$ cat config.mk
export PLATFORM = sky130hd
export DESIGN_NAME = lut_neuron_scheduler
export DESIGN_NICKNAME = d
export VERILOG_FILES = /design/src/rtl/lut_neuron_scheduler.sv
export SDC_FILE = /design/constraint.sdc
export NUM_CORES = 1
export LEC_CHECK = 0
export ABC_CLOCK_PERIOD_IN_PS = 2900
export CELL_PAD_IN_SITES_DETAIL_PLACEMENT = 2
export CELL_PAD_IN_SITES_GLOBAL_PLACEMENT = 2
export CORE_ASPECT_RATIO = 0.8
export CORE_MARGIN = 2
export CORE_UTILIZATION = 24
export DETAILED_ROUTE_END_ITERATION = 8
export PLACE_DENSITY_LB_ADDON = 0.15
export SYNTH_ARGS = -nofsm -noshare
export SYNTH_HDL_FRONTEND = slang
export SYNTH_SLANG_ARGS = --single-unit
$ cat constraint.sdc
create_clock -name clk -period 2.9 [get_ports clk]
set_clock_uncertainty 0.15 [all_clocks]
set_input_delay 0.58 -clock clk [delete_from_list [all_inputs] [get_ports clk]]
set_output_delay 0.58 -clock clk [all_outputs]
set_load 0.1 [all_outputs]
$ cat src/rtl/lut_neuron_scheduler.sv
// Time-multiplexes one shared LUT-neuron slot across NUM_NEURONS logical neurons:
// issues indices 0..N-1 one per cycle, gathers delayed results, presents the layer vector.
module lut_neuron_scheduler #(
  parameter int NUM_NEURONS = 8,
  parameter int IN_W        = 32,
  parameter int OUT_BW      = 2,
  parameter int LUT_LAT     = 1,
  localparam int IDX_W      = $clog2(NUM_NEURONS)
) (
  input  logic                          clk,
  input  logic                          rst,
  input  logic                          in_valid,
  output logic                          in_ready,
  input  logic [IN_W-1:0]               in_data,
  output logic [IN_W-1:0]               in_hold,
  output logic                          nrn_issue,
  output logic [IDX_W-1:0]              nrn_idx,
  input  logic [OUT_BW-1:0]             lut_q,
  output logic                          out_valid,
  input  logic                          out_ready,
  output logic [NUM_NEURONS*OUT_BW-1:0] out_data,
  output logic                          busy
);

  typedef enum logic [1:0] {IDLE, ISSUE, DRAIN, DONE} state_t;

  localparam logic [IDX_W-1:0] LAST_IDX = IDX_W'(NUM_NEURONS - 1);

  state_t           state, state_nxt;
  logic             accept;
  logic             tail_v;
  logic [IDX_W-1:0] tail_idx;

  assign accept = in_valid & in_ready;

  always_ff @(posedge clk) begin
    if (rst) state <= IDLE;
    else     state <= state_nxt;
  end

  always_comb begin
    state_nxt = state;
    in_ready  = 1'b0;
    nrn_issue = 1'b0;
    out_valid = 1'b0;
    busy      = 1'b1;
    case (state)
      IDLE: begin
        in_ready = 1'b1;
        busy     = 1'b0;
        if (in_valid) state_nxt = ISSUE;
      end
      ISSUE: begin
        nrn_issue = 1'b1;
        if (nrn_idx == LAST_IDX) state_nxt = (LUT_LAT == 0) ? DONE : DRAIN;
      end
      // the last issued neuron reaching the tail marks the final write
      DRAIN: if (tail_v && tail_idx == LAST_IDX) state_nxt = DONE;
      DONE: begin
        out_valid = 1'b1;
        if (out_ready) state_nxt = IDLE;
      end
      default: state_nxt = IDLE;
    endcase
  end

  // {issue, idx} delay line aligning each result with the neuron that produced it
  generate
    if (LUT_LAT == 0) begin : g_comb
      assign tail_v   = nrn_issue;
      assign tail_idx = nrn_idx;
    end else begin : g_pipe
      logic [LUT_LAT-1:0]            vld_pipe;
      logic [LUT_LAT-1:0][IDX_W-1:0] idx_pipe;

      always_ff @(posedge clk) begin
        if (rst) begin
          vld_pipe <= '0;
          idx_pipe <= '0;
        end else begin
          vld_pipe[0] <= nrn_issue;
          idx_pipe[0] <= nrn_idx;
          for (int i = 1; i < LUT_LAT; i++) begin
            vld_pipe[i] <= vld_pipe[i-1];
            idx_pipe[i] <= idx_pipe[i-1];
          end
        end
      end

      assign tail_v   = vld_pipe[LUT_LAT-1];
      assign tail_idx = idx_pipe[LUT_LAT-1];
    end
  endgenerate

  always_ff @(posedge clk) begin
    if (rst) begin
      in_hold  <= '0;
      nrn_idx  <= '0;
      out_data <= '0;
    end else begin
      if (accept) begin
        in_hold <= in_data;
        nrn_idx <= '0;
      end else if (nrn_issue && nrn_idx != LAST_IDX) begin
        nrn_idx <= nrn_idx + 1'b1;
      end
      // lut_q is only trusted on tail-issue edges
      if (accept)      out_data <= '0;
      else if (tail_v) out_data[tail_idx*OUT_BW +: OUT_BW] <= lut_q;
    end
  end

endmodule

# [Word level (Yosys, flattened, before mapping)]
# Index checks and enable logic that the tools add are counted.
[totals] output_inout_bits=55 inputBits=38 wordCells=36 register_bits=57
[classes] add_sub_neg=2 reduce_logical=5 n_eq_ne=10 bitwise=1 shifts=2 n_mux=10
[ops] op="$neg A4 Y34" count=1
[ops] op="$shift A2 B34 Y16 const A" count=1
[ops] op="$shiftx A2 B34 Y16" count=1
[ops] op="$bwmux W16" count=1
[ops] op="$mux W2" count=4
[ops] op="$ne A2 B2 Y1 const B" count=4
[ops] op="$pmux W2 S4" count=1
[ops] op="$eq A3 B3 Y1 const B" count=2
[ops] op="$eq A2 B2 Y1 const B" count=2
[ops] op="$mux W1" count=4
[ops] op="$reduce_and A4 Y1" count=1
[ops] op="$add A3 B1 Y3 const B" count=1
[ops] op="$ne A3 B3 Y1 const B" count=1
[ops] op="$eq A2 B1 Y1 const B" count=1
[ops] op="$logic_and A1 B1 Y1" count=2
[ops] op="$logic_not A2 Y1" count=1
[ops] op="$reduce_or A2 Y1" count=1
[ops] op="$and A1 B1 Y1" count=1

# [Longest topological paths before layout]
# Gate-level depths: netlist of the first run.
[depth] word_depth=4 depth_mapped=8 ltp_nobuf=6

# [Worst setup path after synthesis of the first run]
# OpenSTA, ideal clock, no wires.
[synth_path] kind="reg-to-output" start="register state[0]" end="output port busy" stages_incl_launch_ff=4 arrival_ns=1.964 path_slack_ns=0.206 required_time_ns=2.170 n_path_buf=0 path_cell_list="dfxtp_1 > inv_1 > ha_1 > inv_1"
[synth_between] elab_chain_len=2
[synth_rtl] item="start: declaration" line_no="29" text="state_t state, state_nxt;"
[synth_rtl] item="start signal: assignment" line_no="38" text="else state <= state_nxt;"
[synth_rtl] item="$logic_not A2 Y1" line_no="47" text="case (state)"
[synth_rtl] item="$mux W1" line_no="47"
[synth_rtl] item="end: declaration" line_no="22" text="output logic busy"
# Every way passes these cells.

# [Worst setup path after layout of the first run]
[layout_path] start="register g_pipe.idx_pipe[0] (netlist name)" end="register out_data[15]"
[layout_between] elab_chain_len=3 elab_cells_between_ends=4 classes_between="add/sub (1); shift (2); mux (1)"
[layout_rtl] item="start: declaration" line_no="74" text="logic [LUT_LAT-1:0][IDX_W-1:0] idx_pipe;"
[layout_rtl] item="start signal: indexed assignment" line_no="85" text="idx_pipe[i] <= idx_pipe[i-1];"
[layout_rtl] item="$neg A4 Y34 (*)" line_no="109" text="else if (tail_v) out_data[tail_idx*OUT_BW +: OUT_BW] <= lut_q;"
[layout_rtl] item="$shiftx A2 B34 Y16 / $shift A2 B34 Y16 (equally long branches)" line_no="109"
[layout_rtl] item="$bwmux W16 (*)" line_no="109"
[layout_rtl] item="end signal: indexed assignment" line_no="109"
[layout_rtl] item="end: declaration" line_no="21" text="output logic [NUM_NEURONS*OUT_BW-1:0] out_data,"
# Mark *: on every way between the ends. The rest lies on a longest branch, timed or not.
# A chain may end at the register's enable or synchronous reset.

==> results.md, run 1 <==
Outcome:
- The flow ran to the end, and the final reports show no timing, DRC or antenna violations.

Job:
- Max-cap violations in this run came to 0.

Floorplan:
- The effective utilization at floorplan is 24.4%.
- The die height is 92.0 um.
- During I/O placement, the number of pins put on the boundary was 93.
- From left edge to right edge, the die measures 114 um.
- The floorplan step defined a core boundary enclosing 9530 um2.
- The floorplan has 32 rows.
- The area of the die is 10500 um2.

Power and ir drop:
- Dividing total power by cell area gives a power density of 1030 nW/um2.
- Across the VDD grid, the largest voltage drop is 311 uV.
- The analysis attributes to cell leakage a power of 0.00143 uW.

Critical path:
- The data required time at the worst endpoint is 2950 ps.
- In this run the worst path has a maximum fanout of 12.
- STA puts the critical path data arrival time at 2260 ps.
- The critical setup path kind is flop to flop.
- STA classifies the critical path endpoint as a flop.
- The startpoint type of the worst setup path is a flop.

Synthesis:
- The area of the mapped netlist is 2320 um2.
- The number of synthesized flops with an enable pin is 0.
- The post-synthesis sequential element count is 57.
- The share of flip-flops with an asynchronous set or reset after synthesis is 0%.
- The number of instances in the synthesized netlist is 278.
- For this run, the number of Yosys warnings is 0.
- By area the synthesized netlist is led by sky130_fd_sc_hd__dfxtp_1, sky130_fd_sc_hd__nand2_1, sky130_fd_sc_hd__a21oi_1.
- The fraction of post-synthesis cell area in the top cell type by area is 49.1%.
- Yosys mapped the design onto 30 distinct sky130hd cell types.
- The biggest area contributor in the post-synthesis netlist is sky130_fd_sc_hd__dfxtp_1.
- The share of the Yosys chip area taken by registers is 49.1%.
- The most used flip-flop cell after synthesis is sky130_fd_sc_hd__dfxtp_1.
- The mean instance size in the synthesized netlist is 8.36 um2.
- The number of nets handed over by synthesis was 327.

Clocking:
- The H-tree generated during clock tree synthesis spans 3 levels.
- The clock latency on the worst-skew pair is 320 ps.
- The post-cts repair resize count is 0.
- After clock tree synthesis, the clock-pin slew on the worst setup and hold paths is 50 ps.
- TritonCTS built the clock tree.
- The root buffer cell is sky130_fd_sc_hd__clkbuf_16.
- The number of sinks driven by the clock tree is 57.
- The total setup buffers inserted after CTS is 0.
- The total of hold buffers inserted after clock tree synthesis is 0.
- The number of buffers created by CTS is 9.
- The clock passes through at most 2 buffers.

STA:
- The worst-margin pin slew is 544 ps.
- The worst path needs 2210 ps of the cycle, external delays included.
- The setup total negative slack is 0 ps.
- The final number of setup-violating endpoints is 0.
- Setup repair after global routing left no endpoint under its margin.
- The final number of hold-violating endpoints is 0.
- The number of slew-limit violations in the final report came to 0.
- The worst pin sits at a relative slew slack of 63.6%.
- The least setup slack across all paths after layout is 688 ps.
- The highest clock frequency the design can meet is 0.452 GHz.
- After layout, the worst path uses 76.3% of the clock period.

Final layout:
- Counting the fill cells in the layout gives 1088.
- The layout-stage area growth over the synthesis result is 50.2%.
- The final layout net count is 415.
- The number of antenna diodes is 0.
- The fraction of final layout cells sized beyond drive strength 1 is 21.3%.

Worst hold path:
- The kind of path behind the tightest hold check is flop to flop.

Placement:
- At the placement stage, the worst setup path has a slack of 671 ps.
- The count of buffers added on input and output ports is 92.
- The routability-driven placement congestion ratio is 0.695.
- The detailed placer's ending HPWL is 5490 um.

GRT:
- The initial antenna violation count is 0.
- For this run the aggregate overflow at the end of global routing stands at 0.
- The first-pass GRT wire length is 12100 um.
- The maximum number of pins on one net before global-route repair is 33.
- Global routing used 15.0% of the available tracks.
- The number of global-route vias before repair is 2399.

Route:
- In this run the remaining antenna-violating nets after routing total 0.
- The DRC violation count after routing is 0.
- The mean routed wirelength per cell is 15.3 um.
- The final layout contains routed wiring with a total length of 7500 um.
- Dividing the detail-routed via count by the number of cells gives 4.71.
- The via count is 2306.
- In this run, the number of DRC markers left after iteration 0 of detailed routing was 55.
- The number of detailed-route iterations in the first pass is 4.
[Yosys cell counts, drive strengths merged (6+ instances only)]
library cell / n
o31ai: 6
nand4: 10
inv: 6
dfxtp: 57
clkbuf: 16
nand3: 8
o21ai: 10
nand2: 65
ha: 11
nor2b: 8
nor2: 6
a21oi: 48
[flip-flops by register name, summed over array words and instances, names as in the netlist]
| signal | count |
|---|---|
| nrn_idx | 3 |
| state | 2 |
| g_pipe.idx_pipe | 3 |
| in_hold | 32 |
| out_data | 16 |
| g_pipe.vld_pipe | 1 |
[cell usage in the layout (no fill, tap or decap)]
master,count
sky130_fd_sc_hd__clkbuf_1,2
sky130_fd_sc_hd__nand4_1,10
sky130_fd_sc_hd__o31ai_1,6
sky130_fd_sc_hd__inv_1,6
sky130_fd_sc_hd__nand2b_1,4
sky130_fd_sc_hd__xnor2_1,1
sky130_fd_sc_hd__a21oi_1,48
sky130_fd_sc_hd__and3b_2,2
sky130_fd_sc_hd__clkbuf_8,2
sky130_fd_sc_hd__dfxtp_1,57
sky130_fd_sc_hd__clkdlybuf4s50_1,37
sky130_fd_sc_hd__ha_1,11
sky130_fd_sc_hd__nor3b_2,1
sky130_fd_sc_hd__a2111o_1,1
sky130_fd_sc_hd__clkinv_2,3
sky130_fd_sc_hd__or3b_1,1
sky130_fd_sc_hd__nand3_1,8
sky130_fd_sc_hd__and2_1,1
sky130_fd_sc_hd__or4b_1,1
sky130_fd_sc_hd__nor2b_1,8
sky130_fd_sc_hd__clkbuf_16,9
sky130_fd_sc_hd__nand3b_1,2
sky130_fd_sc_hd__nand2_1,65
sky130_fd_sc_hd__nor2_1,6
sky130_fd_sc_hd__a221oi_1,1
sky130_fd_sc_hd__or2_2,1
sky130_fd_sc_hd__nor4b_1,1
sky130_fd_sc_hd__nor3_1,1
sky130_fd_sc_hd__and3_2,1
sky130_fd_sc_hd__or2_0,1
sky130_fd_sc_hd__o21ai_0,10
sky130_fd_sc_hd__buf_4,60
sky130_fd_sc_hd__mux2i_1,3
[logic make-up (layout without fill, tap and decap cells)]
kind of cell	after synthesis	count (layout)	synth area share, %
AO/OA/AOI/OAI	66	66	15.3
XOR/XNOR	1	1	0.377
adder cells (fa/ha/maj)	11	11	5.92
buffers and inverters	26	119	4.31
flip-flops	57	57	49.1
multiplexers	3	3	1.29
AND/OR/NAND/NOR	114	114	23.7
[where the power goes]
| part | internal [uW] | leakage (uW) | total, uW | switching [uW] |
|---|---|---|---|---|
| logic | 378 | 0.000821 | 1650 | 1270 |
| registers | 896 | 0.000465 | 974 | 78.1 |
| clock network | 619 | 0.000139 | 966 | 347 |
[stage by stage]
stage               area (um2)  instances  power (uW)  hold WS [ps]  util, %
global route              3490        490        3790           330     36.6
detailed placement        3220        474        2660           303     33.7
CTS                       3490        490        3650           310     36.6
global placement          3220        474        2640           292     33.7
floorplan                 2320        278        2270           334        -
finish                    3490        490        3590           306     36.6
[worst paths after layout]
check | depth (start not counted) | from | to | slack, ps
worst min register to register | 2 | in_hold[18] | in_hold[18] | 310
worst max-delay path | 6 | g_pipe.idx_pipe[0] | out_data[15] | 690
worst max register to register | 6 | g_pipe.idx_pipe[0] | out_data[15] | 690
worst min-delay path | 2 | in_hold[18] | in_hold[18] | 310
[routing by layer]
metal,vias up,routed length (um),GRT usage [%]
met3,7,512,5.95
li1,1119,-,-
met4,0,107,5.49
met1,1124,3390,18.0
met5,-,0,0
met2,56,3490,24.2
[cell type report]
type                            count  area [um2]  share of cell area, %
Multi-Input combinational cell    195        1080                   31.0
Clock buffer                       13         260                   7.46
Clock inverter                      3        15.0                  0.430
Tap cell                          119         149                   4.27
Inverter                            6        22.5                  0.645
Timing Repair Buffer               97         821                   23.5
Sequential cell                    57        1140                   32.7
[worst max-delay path: stages (launching register included)]
cell and delay, ps:
sky130_fd_sc_hd__dfxtp_1 540, sky130_fd_sc_hd__inv_1 90, sky130_fd_sc_hd__ha_1 230, sky130_fd_sc_hd__ha_1 370
sky130_fd_sc_hd__or3b_1 440, sky130_fd_sc_hd__o21ai_0 190, sky130_fd_sc_hd__a21oi_1 80
Power figures use the tool's default switching activity.
==> run 2, diff against run 1 <==
ABC_CLOCK_PERIOD_IN_PS = 1900   (was 2900)
CORE_UTILIZATION = 21   (was 24)
clock period = 1.9 ns   (was 2.9 ns; I/O delays follow)
==> results.md, run 2 (same netlist as run 1, synthesis figures left out) <==
Critical path:
- The data required time at the worst endpoint is 1960 ps (-990 ps).
- The delay of the slowest cell on the worst path is 410 ps (-130 ps).
- The family of cells with the greatest summed delay on the critical path is adder cells.
- The signal on the critical path passes through inv_1 > ha_1 > ha_4 > or3b_1 > o21ai_0 > a21oi_1.
- The number of buffer and inverter stages on the critical path is 1 (unchanged).
- STA classifies the critical path startpoint as a flop.
- The worst path arrival time is 1890 ps (-370 ps).
- The critical setup path kind is flop to flop.
- The worst-path maximum fanout is 8 (-4).
- For this design, the slowest cell found on the critical path is sky130_fd_sc_hd__or3b_1.
- The startpoint identified for the worst register-to-register timing path is g_pipe.idx_pipe[1].
- STA classifies the critical path endpoint as a flop.
- The most critical setup path has its startpoint at g_pipe.idx_pipe[1].

STA:
- The setup total negative slack is 0 ps (unchanged).
- The final critical delay including setup and external delays is 1830 ps (-383 ps).
- The highest clock frequency the design can meet came to 0.547 GHz (+21%).
- The number of slew-limit violations in the final report is 0 (unchanged).
- The relative slew slack is 70.8% (+7.2 points).
- Setup repair after global routing could not meet its margin everywhere.
- The final number of hold-violating endpoints is 0 (unchanged).
- The fraction of the cycle the final worst path needs came to 96.3% (+20 points).
- The final number of setup-violating endpoints is 0 (unchanged).
- The worst-margin pin slew is 432 ps (-112 ps).

Route:
- The number of routed nets with antenna violations is 0 (unchanged).
- The number of detailed-route iterations in the first pass came to 4 (unchanged).
- The mean routed wirelength per cell came to 15.4 um (+0.42%).
- The total wire length is 7990 um (+6.6%).
- The detail-routed via count per cell is 4.49 (-4.5%).
- The initial DRC count is 57 (+3.6%).
- The DRC violation count after routing is 0 (unchanged).
- The via count is 2336 (+1.3%).

Final layout:
- The layout-stage area growth over the synthesis result is 87.7%.
- The number of cells in the finished layout apart from fillers is 520 (+6.1%).
- The number of flip-flops in the largest register is 32 (unchanged).
- Leaving out fill and tap cells, the most frequent cells in the layout are sky130_fd_sc_hd__nand2_1, sky130_fd_sc_hd__buf_12, sky130_fd_sc_hd__dfxtp_1.
- The register with the most flip-flops is in_hold.
- The fraction of final layout cells sized beyond drive strength 1 is 25.8% (+4.5 points).
- The final layout net count came to 420 (+1.2%).
- The largest registers in the layout are in_hold: 32 flops, out_data: 16 flops.
- The most common library cell in the layout ignoring fill and taps is sky130_fd_sc_hd__nand2_1.
- The number of antenna diodes is 0 (unchanged).

Power and ir drop:
- The switching power total is 2770 uW (+63%).
- The total power consumption of the routed design was 6260 uW (+74%).
- The power density over the cells is 1440 nW/um2 (+39%).
- The combinational power share is 51.1% (+5.1 points).
- The standby leakage power is 0.00164 uW (+15%).
- The worst voltage drop across the vdd grid was 475 uV (+53%).
- The design internal power is 3490 uW (+84%).
- The switching share of power came to 44.2% (-3.1 points).
- The portion of total power attributed to the clock network came to 23.9% (-3.0 points).
- The sequential power share was 24.9% (-2.2 points).

GRT:
- The number of global-route vias before repair is 2455 (+2.3%).
- The total congestion overflow is 0 (unchanged).
- The first-pass GRT wire length is 13000 um (+7.4%).
- The initial antenna violation count is 0 (unchanged).
- The total track usage is 14.4% (-0.57 points).
- The maximum number of pins on one net before global-route repair came to 40 (+21%).

Floorplan:
- The total number of placement rows is 34 (+6.3%).
- The die span in x is 122 um (+6.7%).
- The top-level I/O count was 93 (unchanged).
- The die height came to 98.1 um (+6.6%).
- The area of the die is 11900 um2 (+14%).
- The effective utilization at floorplan is 21.4% (-3.0 points).
- The area of the core region is 10800 um2 (+14%).

Clocking:
- The total setup buffers inserted after CTS is 0 (unchanged).
- The CTS H-tree depth came to 3 (unchanged).
- The clock tree from TritonCTS is done.
- The number of buffers created by CTS is 9 (unchanged).
- Clock tree synthesis selected as its root buffer the cell sky130_fd_sc_hd__clkbuf_16.
- The clock latency on the worst-skew pair is 330 ps (about the same).
- The clock transition at the registers of the reported paths is 50 ps (about the same).
- The maximum root-to-sink buffer count is 2 (unchanged).
- The number of sinks driven by the clock tree came to 57 (unchanged).
- The total of hold buffers inserted after clock tree synthesis is 0 (unchanged).

Outcome:
- The flow ran to the end, and the final reports show no timing, DRC or antenna violations.

Worst hold path:
- In this run the most critical hold path is launched from in_hold[2].
- The path class of the tightest hold or removal check is flop to flop.

Placement:
- The detailed placer's ending HPWL is 5780 um (+5.4%).
- The number of port buffers is 92 (unchanged).
- The routability-driven placement congestion ratio is 0.675 (-2.9%).
- The cell count after placement was 504 (+6.3%).

Job:
- The number of maximum-capacitance violations is 0 (unchanged).
[run 2: timing repair]
action                                  4_1_cts  5_1_grt
resized for setup                             1        7
pin swaps                                     0        0
endpoints found under the setup margin        1       14
[run 2: worst reg2reg max path, cell delays in order, from the launching register on]
cell,delay [ps]
sky130_fd_sc_hd__dfxtp_1,340
sky130_fd_sc_hd__inv_1,50
sky130_fd_sc_hd__ha_1,220
sky130_fd_sc_hd__ha_4,260
sky130_fd_sc_hd__or3b_1,410
sky130_fd_sc_hd__o21ai_0,200
sky130_fd_sc_hd__a21oi_1,90
[run 2: cell type report]
type	instances	area (um2)
clock buffer	13	260
clock inverter	3	15.0
fill	1170	6490
inverter	6	22.5
multi-input combinational	195	1130
sequential	57	1150
tap	144	180
timing repair buffer	102	1600
[run 2: worst paths after layout]
check / end / slack, ps / cells after the start
min: in_hold[2] / 340 / 2
max reg2reg: out_data[15] / 70 / 6
max: out_data[15] / 70 / 6
min reg2reg: in_hold[2] / 340 / 2
[run 2: through the flow]
stage               hold slack (ps)  worst slack, ps  util [%]  area, um2
CTS                             346             2.22      40.1       4350
global placement                329             33.3      37.6       4070
global route                    368            -1.57      40.2       4360
floorplan                       336            -45.8         -       2380
finish                          342             70.5      40.2       4360
detailed placement              339            -28.7      37.6       4070
[run 2: power by group through the flow]
stage / registers [uW] / clock network, uW / logic (uW)
after floorplan: 2480 / 0 / 1070
after global placement: 1570 / 0 / 3190
after detailed placement: 1580 / 0 / 3240
after CTS: 1560 / 1560 / 3250
after global routing: 1590 / 1610 / 3370
final: 1560 / 1500 / 3200
[run 2: metal layers]
metal | share of wire [%] | routed length (um) | up-vias | global-route usage, %
li1 | - | - | 1131 | -
met1 | 42 | 3340 | 1133 | 16.0
met2 | 48 | 3840 | 62 | 23.1
met3 | 8.2 | 655 | 10 | 7.65
met4 | 1.9 | 151 | 0 | 6.10
met5 | 0 | 0 | - | 0
